--- src/rtl/e203_exu_wbck_rr.sv ---
`default_nettype none
// ============================================================================
// Module   : e203_exu_wbck_rr
// Function : Write-back arbiter: round-robin long-pipe channels over the ALU,
//            with an ALU starvation override and integer/FP port routing.
// Revision : 1.0
// ============================================================================
module e203_exu_wbck_rr #(
  parameter int LP_CHNL    = 2,
  parameter int STARVE_MAX = 4,
  parameter int OUT_REG    = 1
) (
  input  logic                  clk,
  input  logic                  rst_n,
  input  logic                  alu_wbck_i_valid,
  output logic                  alu_wbck_i_ready,
  input  logic [31:0]           alu_wbck_i_wdat,
  input  logic [4:0]            alu_wbck_i_rdidx,
  input  logic [LP_CHNL-1:0]    longp_wbck_i_valid,
  output logic [LP_CHNL-1:0]    longp_wbck_i_ready,
  input  logic [32*LP_CHNL-1:0] longp_wbck_i_wdat,
  input  logic [5*LP_CHNL-1:0]  longp_wbck_i_rdidx,
  input  logic [5*LP_CHNL-1:0]  longp_wbck_i_flags,
  input  logic [LP_CHNL-1:0]    longp_wbck_i_rdfpu,
  output logic                  rf_wbck_o_ena,
  output logic [31:0]           rf_wbck_o_wdat,
  output logic [4:0]            rf_wbck_o_rdidx,
  output logic                  frf_wbck_o_ena,
  output logic [31:0]           frf_wbck_o_wdat,
  output logic [4:0]            frf_wbck_o_rdidx,
  output logic [4:0]            frf_wbck_o_flags
);

  localparam int            PW           = (LP_CHNL > 1) ? $clog2(LP_CHNL) : 1;
  localparam int            SW           = 4;
  localparam logic [SW-1:0] C_STARVE_MAX = SW'(STARVE_MAX);

  logic [PW-1:0] r_rr_ptr;
  logic [PW-1:0] w_lp_sel;
  logic [SW-1:0] r_starve_cnt;
  logic          w_lp_any;
  logic          w_starve;
  logic          w_lp_win;
  logic          w_alu_gnt;
  logic [31:0]   w_lp_wdat;
  logic [4:0]    w_lp_rdidx;
  logic [4:0]    w_lp_flags;
  logic          w_lp_rdfpu;

  logic          w_rf_ena;
  logic [31:0]   w_rf_wdat;
  logic [4:0]    w_rf_rdidx;
  logic          w_frf_ena;
  logic [31:0]   w_frf_wdat;
  logic [4:0]    w_frf_rdidx;
  logic [4:0]    w_frf_flags;

  assign w_lp_any         = |longp_wbck_i_valid;
  assign w_starve         = alu_wbck_i_valid && (r_starve_cnt == C_STARVE_MAX);
  assign w_lp_win         = w_lp_any && !w_starve;
  assign w_alu_gnt        = alu_wbck_i_valid && !w_lp_win;
  assign alu_wbck_i_ready = w_alu_gnt;

  // Scan from rr_ptr upward with wrap; walking the offsets downward lets the
  // nearest valid channel overwrite any farther one.
  always_comb begin : p_rr_sel
    int k;
    k        = 0;
    w_lp_sel = '0;
    for (int i = LP_CHNL - 1; i >= 0; i--) begin
      k = int'(r_rr_ptr) + i;
      if (k >= LP_CHNL) k = k - LP_CHNL;
      if (longp_wbck_i_valid[k]) w_lp_sel = PW'(k);
    end
  end

  always_comb begin : p_lp_mux
    w_lp_wdat          = '0;
    w_lp_rdidx         = '0;
    w_lp_flags         = '0;
    w_lp_rdfpu         = 1'b0;
    longp_wbck_i_ready = '0;
    for (int j = 0; j < LP_CHNL; j++) begin
      if (PW'(j) == w_lp_sel) begin
        w_lp_wdat             = longp_wbck_i_wdat[32*j +: 32];
        w_lp_rdidx            = longp_wbck_i_rdidx[5*j +: 5];
        w_lp_flags            = longp_wbck_i_flags[5*j +: 5];
        w_lp_rdfpu            = longp_wbck_i_rdfpu[j];
        longp_wbck_i_ready[j] = w_lp_win;
      end
    end
  end

  assign w_rf_ena    = w_alu_gnt || (w_lp_win && !w_lp_rdfpu);
  assign w_rf_wdat   = w_lp_win ? w_lp_wdat  : alu_wbck_i_wdat;
  assign w_rf_rdidx  = w_lp_win ? w_lp_rdidx : alu_wbck_i_rdidx;
  assign w_frf_ena   = w_lp_win && w_lp_rdfpu;
  assign w_frf_wdat  = w_lp_wdat;
  assign w_frf_rdidx = w_lp_rdidx;
  assign w_frf_flags = w_lp_flags;

  generate
    if (LP_CHNL > 1) begin : g_rr_ptr
      always_ff @(posedge clk or negedge rst_n) begin
        if (!rst_n) begin
          r_rr_ptr <= '0;
        end else if (w_lp_win) begin
          r_rr_ptr <= (int'(w_lp_sel) == LP_CHNL - 1) ? '0 : w_lp_sel + PW'(1);
        end
      end
    end else begin : g_rr_fixed
      assign r_rr_ptr = '0;
    end
  endgenerate

  // Counts only while the ALU is actually waiting; a dropped request forgets its history.
  always_ff @(posedge clk or negedge rst_n) begin
    if (!rst_n) begin
      r_starve_cnt <= '0;
    end else if (!alu_wbck_i_valid || w_alu_gnt) begin
      r_starve_cnt <= '0;
    end else if (r_starve_cnt != C_STARVE_MAX) begin
      r_starve_cnt <= r_starve_cnt + SW'(1);
    end
  end

  generate
    if (OUT_REG != 0) begin : g_out_reg
      logic        r_rf_ena;
      logic [31:0] r_rf_wdat;
      logic [4:0]  r_rf_rdidx;
      logic        r_frf_ena;
      logic [31:0] r_frf_wdat;
      logic [4:0]  r_frf_rdidx;
      logic [4:0]  r_frf_flags;

      always_ff @(posedge clk or negedge rst_n) begin
        if (!rst_n) begin
          r_rf_ena    <= 1'b0;
          r_rf_wdat   <= '0;
          r_rf_rdidx  <= '0;
          r_frf_ena   <= 1'b0;
          r_frf_wdat  <= '0;
          r_frf_rdidx <= '0;
          r_frf_flags <= '0;
        end else begin
          r_rf_ena  <= w_rf_ena;
          r_frf_ena <= w_frf_ena;
          if (w_rf_ena) begin
            r_rf_wdat  <= w_rf_wdat;
            r_rf_rdidx <= w_rf_rdidx;
          end
          if (w_frf_ena) begin
            r_frf_wdat  <= w_frf_wdat;
            r_frf_rdidx <= w_frf_rdidx;
            r_frf_flags <= w_frf_flags;
          end
        end
      end

      assign rf_wbck_o_ena    = r_rf_ena;
      assign rf_wbck_o_wdat   = r_rf_wdat;
      assign rf_wbck_o_rdidx  = r_rf_rdidx;
      assign frf_wbck_o_ena   = r_frf_ena;
      assign frf_wbck_o_wdat  = r_frf_wdat;
      assign frf_wbck_o_rdidx = r_frf_rdidx;
      assign frf_wbck_o_flags = r_frf_flags;
    end else begin : g_out_comb
      assign rf_wbck_o_ena    = w_rf_ena;
      assign rf_wbck_o_wdat   = w_rf_wdat;
      assign rf_wbck_o_rdidx  = w_rf_rdidx;
      assign frf_wbck_o_ena   = w_frf_ena;
      assign frf_wbck_o_wdat  = w_frf_wdat;
      assign frf_wbck_o_rdidx = w_frf_rdidx;
      assign frf_wbck_o_flags = w_frf_flags;
    end
  endgenerate

endmodule
`default_nettype wire
--- config.mk ---
export PLATFORM = sky130hd
export DESIGN_NAME = e203_exu_wbck_rr
export DESIGN_NICKNAME = d
export VERILOG_FILES = /design/src/rtl/e203_exu_wbck_rr.sv
export SDC_FILE = /design/constraint.sdc
export NUM_CORES = 1
export LEC_CHECK = 0
export BUFFER_PORTS_ARGS = -buffer_cell sky130_fd_sc_hd__buf_2
export CORE_UTILIZATION = 49
export CTS_BUF_LIST = sky130_fd_sc_hd__clkbuf_4 sky130_fd_sc_hd__clkbuf_8
export CTS_CLUSTER_SIZE = 14
export DETAILED_ROUTE_END_ITERATION = 8
export GPL_TIMING_DRIVEN = 0
export PLACE_DENSITY = 0.84
export SYNTH_ARGS = -nofsm -noshare
export SYNTH_HDL_FRONTEND = slang
export SYNTH_SLANG_ARGS = --single-unit
--- constraint.sdc ---
create_clock -name clk -period 2.25 [get_ports clk]
set_input_delay 0.225 -clock clk [delete_from_list [all_inputs] [get_ports clk]]
set_output_delay 0.225 -clock clk [all_outputs]
set_load 0.1 [all_outputs]
==> qor_table.md <==
| Item | This run | Unit |
| --- | --- | --- |
| Outcome | finished, final reports clean | - |
| Highest layer used for signal routing | met4 | - |
| Area delta synth->final | 30.3 | % |
| Max-Cap Viols | 0 | - |
| CTS tree | yes | - |
| Die Wd | 102 | um |
| Critical path required time | 2.03 | ns |
| Sum of overflow across all layers after global routing | 0 | - |
| Via Count | 4288 | - |
| Maximum clock insertion buffer count | 2 | - |
| Critical-path maximum fanout | 12 | - |
| Core area | 0.00968 | mm^2 |
| Number of flops mapped to enable cells by yosys | 0 | - |
| Floorplan die area | 0.0103 | mm^2 |
| FP Rows | 36 | - |
| Worst setup path startpoint | r_starve_cnt[0] | - |
| RSZ-0062 raised after global routing | no | - |
| Crit Path Class | flop to output pin | - |
| Pre-CTS setup slack | -0.0387 | ns |
| Min cycle time layout | 2.12 | ns |
| Number of CTS-inserted buffers | 9 | - |
| Final HPWL DP | 10200 | um |
| Post-synthesis net count | 555 | - |
| Final layout net count | 779 | - |
| Wl on met1 | 5720 | um |
| Leakage | 2.99 | nW |
| Sequential element share of the synthesized area | 44.2 | % |
| Setup TNS | 0 | ns |
| Power per unit of standard cell area | 1050 | mW/mm^2 |
| Maximum clock frequency | 471 | MHz |
| CP Data Arrival Time | 1.90 | ns |
| Synth Register Bits | 86 | - |
| Global router's overall resource usage | 26.6 | % |
| Height of the die | 102 | um |
| Initial antenna violation count | 0 | - |
| Count of different cell masters after synthesis | 28 | - |
| Final weighted congestion in routability-driven placement | 0.805 | - |
| Synth warnings | 0 | - |
| Nature of the critical path endpoint | output pin | - |
| Predominant post-synthesis flop cell | sky130_fd_sc_hd__dfrtp_1 | - |
| Worst-path clk slew | 0.08 | ns |
| Largest clock skew in the final design | 0.00947 | ns |
| DR iter-0 viols | 99 | - |
| Launch instance of the worst min-delay path | longp_wbck_i_flags[9] | - |
| Global-route wire length before repair | 20900 | um |
| Setup crit start kind | flop | - |
| Mapped cell area | 0.00487 | mm^2 |
| Detailed-router iteration count before antenna repair | 6 | - |
| Period utilisation layout | 94.3 | % |
| Min setup slack post-route | 0.128 | ns |
| Max transition margin | 63.6 | % |
| Final number of hold-violating endpoints | 0 | - |
| Largest net degree at the start of global routing | 51 | - |
| Share of post-route cells with drive strength above 1 | 45.3 | % |
| Clk Tree Root Cell | sky130_fd_sc_hd__clkbuf_8 | - |
| Final core utilization | 65.5 | % |
| Mean area per synthesized cell | 11.5 | um^2 |
| Number of top-level pins | 212 | - |
| Least-Margin Pin Slew | 0.546 | ns |
| DRC violations left | 0 | - |
| Routed WL per cell | 17.2 | um |
| Number of vias per cell | 5.47 | - |
| Sink count of the clock tree | 86 | - |
| Quantity of I/O buffers inserted on ports | 210 | - |
| Min-Delay Path Class | input pin to flop | - |
| Gate count after technology mapping | 425 | - |
| Final count of pins violating max slew | 0 | - |
| Hold WS | 0.208 | ns |
| Source-to-sink clock delay at the later pin of the worst-skew pair | 0.36 | ns |
| Number of global-route vias before repair | 4277 | - |
| Antenna fix cells | 0 | - |
| Fraction of synthesis flops using an asynchronous set or reset pin | 100 | % |
| Peak supply drop | 705 | uV |
| Total detailed-routing wirelength | 13500 | um |
| # fillers | 763 | - |
| Depth of the CTS H-tree | 3 | - |
| Initial core utilization | 50.3 | % |
| DRT antenna net count | 0 | - |
| Routed met3 length | 761 | um |
| Reg2reg start | r_starve_cnt[0] | - |
| Met2 wire length | 6790 | um |
| Count of endpoints failing setup in the final report | 0 | - |
-- stage by stage --
| step | total power [mW] | instances | instance area (um^2) |
|---|---|---|---|
| 2_1_floorplan | 4.93 | 425 | 4870 |
| 3_3_place_gp | 5.55 | 768 | 6090 |
| 3_5_place_dp | 5.61 | 769 | 6120 |
| 4_1_cts | 6.68 | 782 | 6320 |
| 5_1_grt | 6.89 | 784 | 6340 |
| 6_report | 6.65 | 784 | 6340 |
-- power by group --
part	total, mW	switching (mW)	internal [mW]
Combinational	3.57	2.85	0.722
Clock	1.07	0.532	0.537
Sequential	2.02	0.165	1.85
Total	6.65	3.54	3.11
-- critical path, cell delays in order (launching register included) --
cell                       delay [ns]
sky130_fd_sc_hd__dfrtp_1         0.42
sky130_fd_sc_hd__inv_1           0.07
sky130_fd_sc_hd__ha_1            0.15
sky130_fd_sc_hd__nand4b_1        0.14
sky130_fd_sc_hd__o21ai_2         0.17
sky130_fd_sc_hd__buf_6           0.21
sky130_fd_sc_hd__and2_1          0.15
sky130_fd_sc_hd__buf_6           0.22
-- synthesized netlist by cell type (6+ instances only) --
| library cell | number | share of area (%) |
|---|---|---|
| sky130_fd_sc_hd__buf_2 | 9 | 0.92 |
| sky130_fd_sc_hd__buf_4 | 6 | 0.92 |
| sky130_fd_sc_hd__buf_6 | 8 | 1.8 |
| sky130_fd_sc_hd__clkbuf_1 | 15 | 1.2 |
| sky130_fd_sc_hd__dfrtp_1 | 86 | 44 |
| sky130_fd_sc_hd__mux2_1 | 42 | 9.7 |
| sky130_fd_sc_hd__mux2_2 | 42 | 9.7 |
| sky130_fd_sc_hd__mux2i_1 | 37 | 7.6 |
| sky130_fd_sc_hd__nand3b_1 | 37 | 5.7 |
| sky130_fd_sc_hd__nor2_1 | 81 | 6.2 |
| sky130_fd_sc_hd__o221a_1 | 37 | 8.6 |
-- path summary, 6_finish.rpt --
kind | end | slack [ns] | cells after the start
hold reg to reg | frf_wbck_o_rdidx[1] | 0.51 | 1
min in group asynchronous | rf_wbck_o_wdat[7] | 0.37 | 2
hold / removal | frf_wbck_o_flags[4] | 0.21 | 3
setup / recovery | alu_wbck_i_ready | 0.13 | 7
max in group asynchronous | frf_wbck_o_wdat[29] | 1.25 | 3
setup reg to reg | frf_wbck_o_wdat[3] | 0.19 | 7
-- placed cells by master, fill, tap and decap left out, types with 3 or more instances in the layout --
cell and n:
sky130_fd_sc_hd__mux2_2 42, sky130_fd_sc_hd__mux2_1 42, sky130_fd_sc_hd__mux2i_1 37, sky130_fd_sc_hd__dfrtp_1 86
sky130_fd_sc_hd__o221a_1 37, sky130_fd_sc_hd__buf_6 10, sky130_fd_sc_hd__buf_4 12, sky130_fd_sc_hd__inv_1 3
sky130_fd_sc_hd__o21ai_1 3, sky130_fd_sc_hd__clkbuf_1 15, sky130_fd_sc_hd__nor2_1 80, sky130_fd_sc_hd__clkbuf_8 10
sky130_fd_sc_hd__buf_2 212, sky130_fd_sc_hd__nand3b_1 37, sky130_fd_sc_hd__and2_1 3
-- per-layer routing --
layer	vias up	global-route usage, %
li1	1987	-
met2	154	45.1
met1	2126	33.4
met3	21	4.90
met4	0	10.7
met5	-	0
-- logic make-up (layout without fill, tap and decap cells) --
logic type	Yosys count	count (layout)	synth area share (%)
adder cells (fa/ha/maj)	2	2	0.514
multiplexers	121	121	27.0
AO/OA/AOI/OAI	45	45	9.74
AND/OR/NAND/NOR	127	127	13.0
flip-flops	86	86	44.2
buffers and inverters	42	268	5.16
XOR/XNOR	2	2	0.360
-- flip-flops by register name, indices dropped and copies added, names as in the netlist --
register,flops
r_rr_ptr,1
rf_wbck_o_ena,1
frf_wbck_o_ena,1
rf_wbck_o_rdidx,5
rf_wbck_o_wdat,32
r_starve_cnt,4
frf_wbck_o_rdidx,5
frf_wbck_o_flags,5
frf_wbck_o_wdat,32
-- area by class of cell --
cell class / count / area (um^2) / share of cell area (%)
inverters: 4 / 15.0 / 0.237
well taps: 133 / 166 / 2.62
flip-flops and latches: 86 / 2150 / 33.9
clock inverters: 2 / 35.0 / 0.552
repair buffers: 215 / 1120 / 17.7
clock buffers: 11 / 145 / 2.29
plain buffers: 36 / 233 / 3.67
multi-input cells: 297 / 2470 / 39.0
-- repair_timing --
action                                 4_1_cts  5_1_grt
hold buffers                                 1        0
setup buffers                                0        3
setup endpoints to repair                    3        3
resized for setup                            7        1
endpoints found under the hold margin       36        0
(Power assumes the default switching activity.)
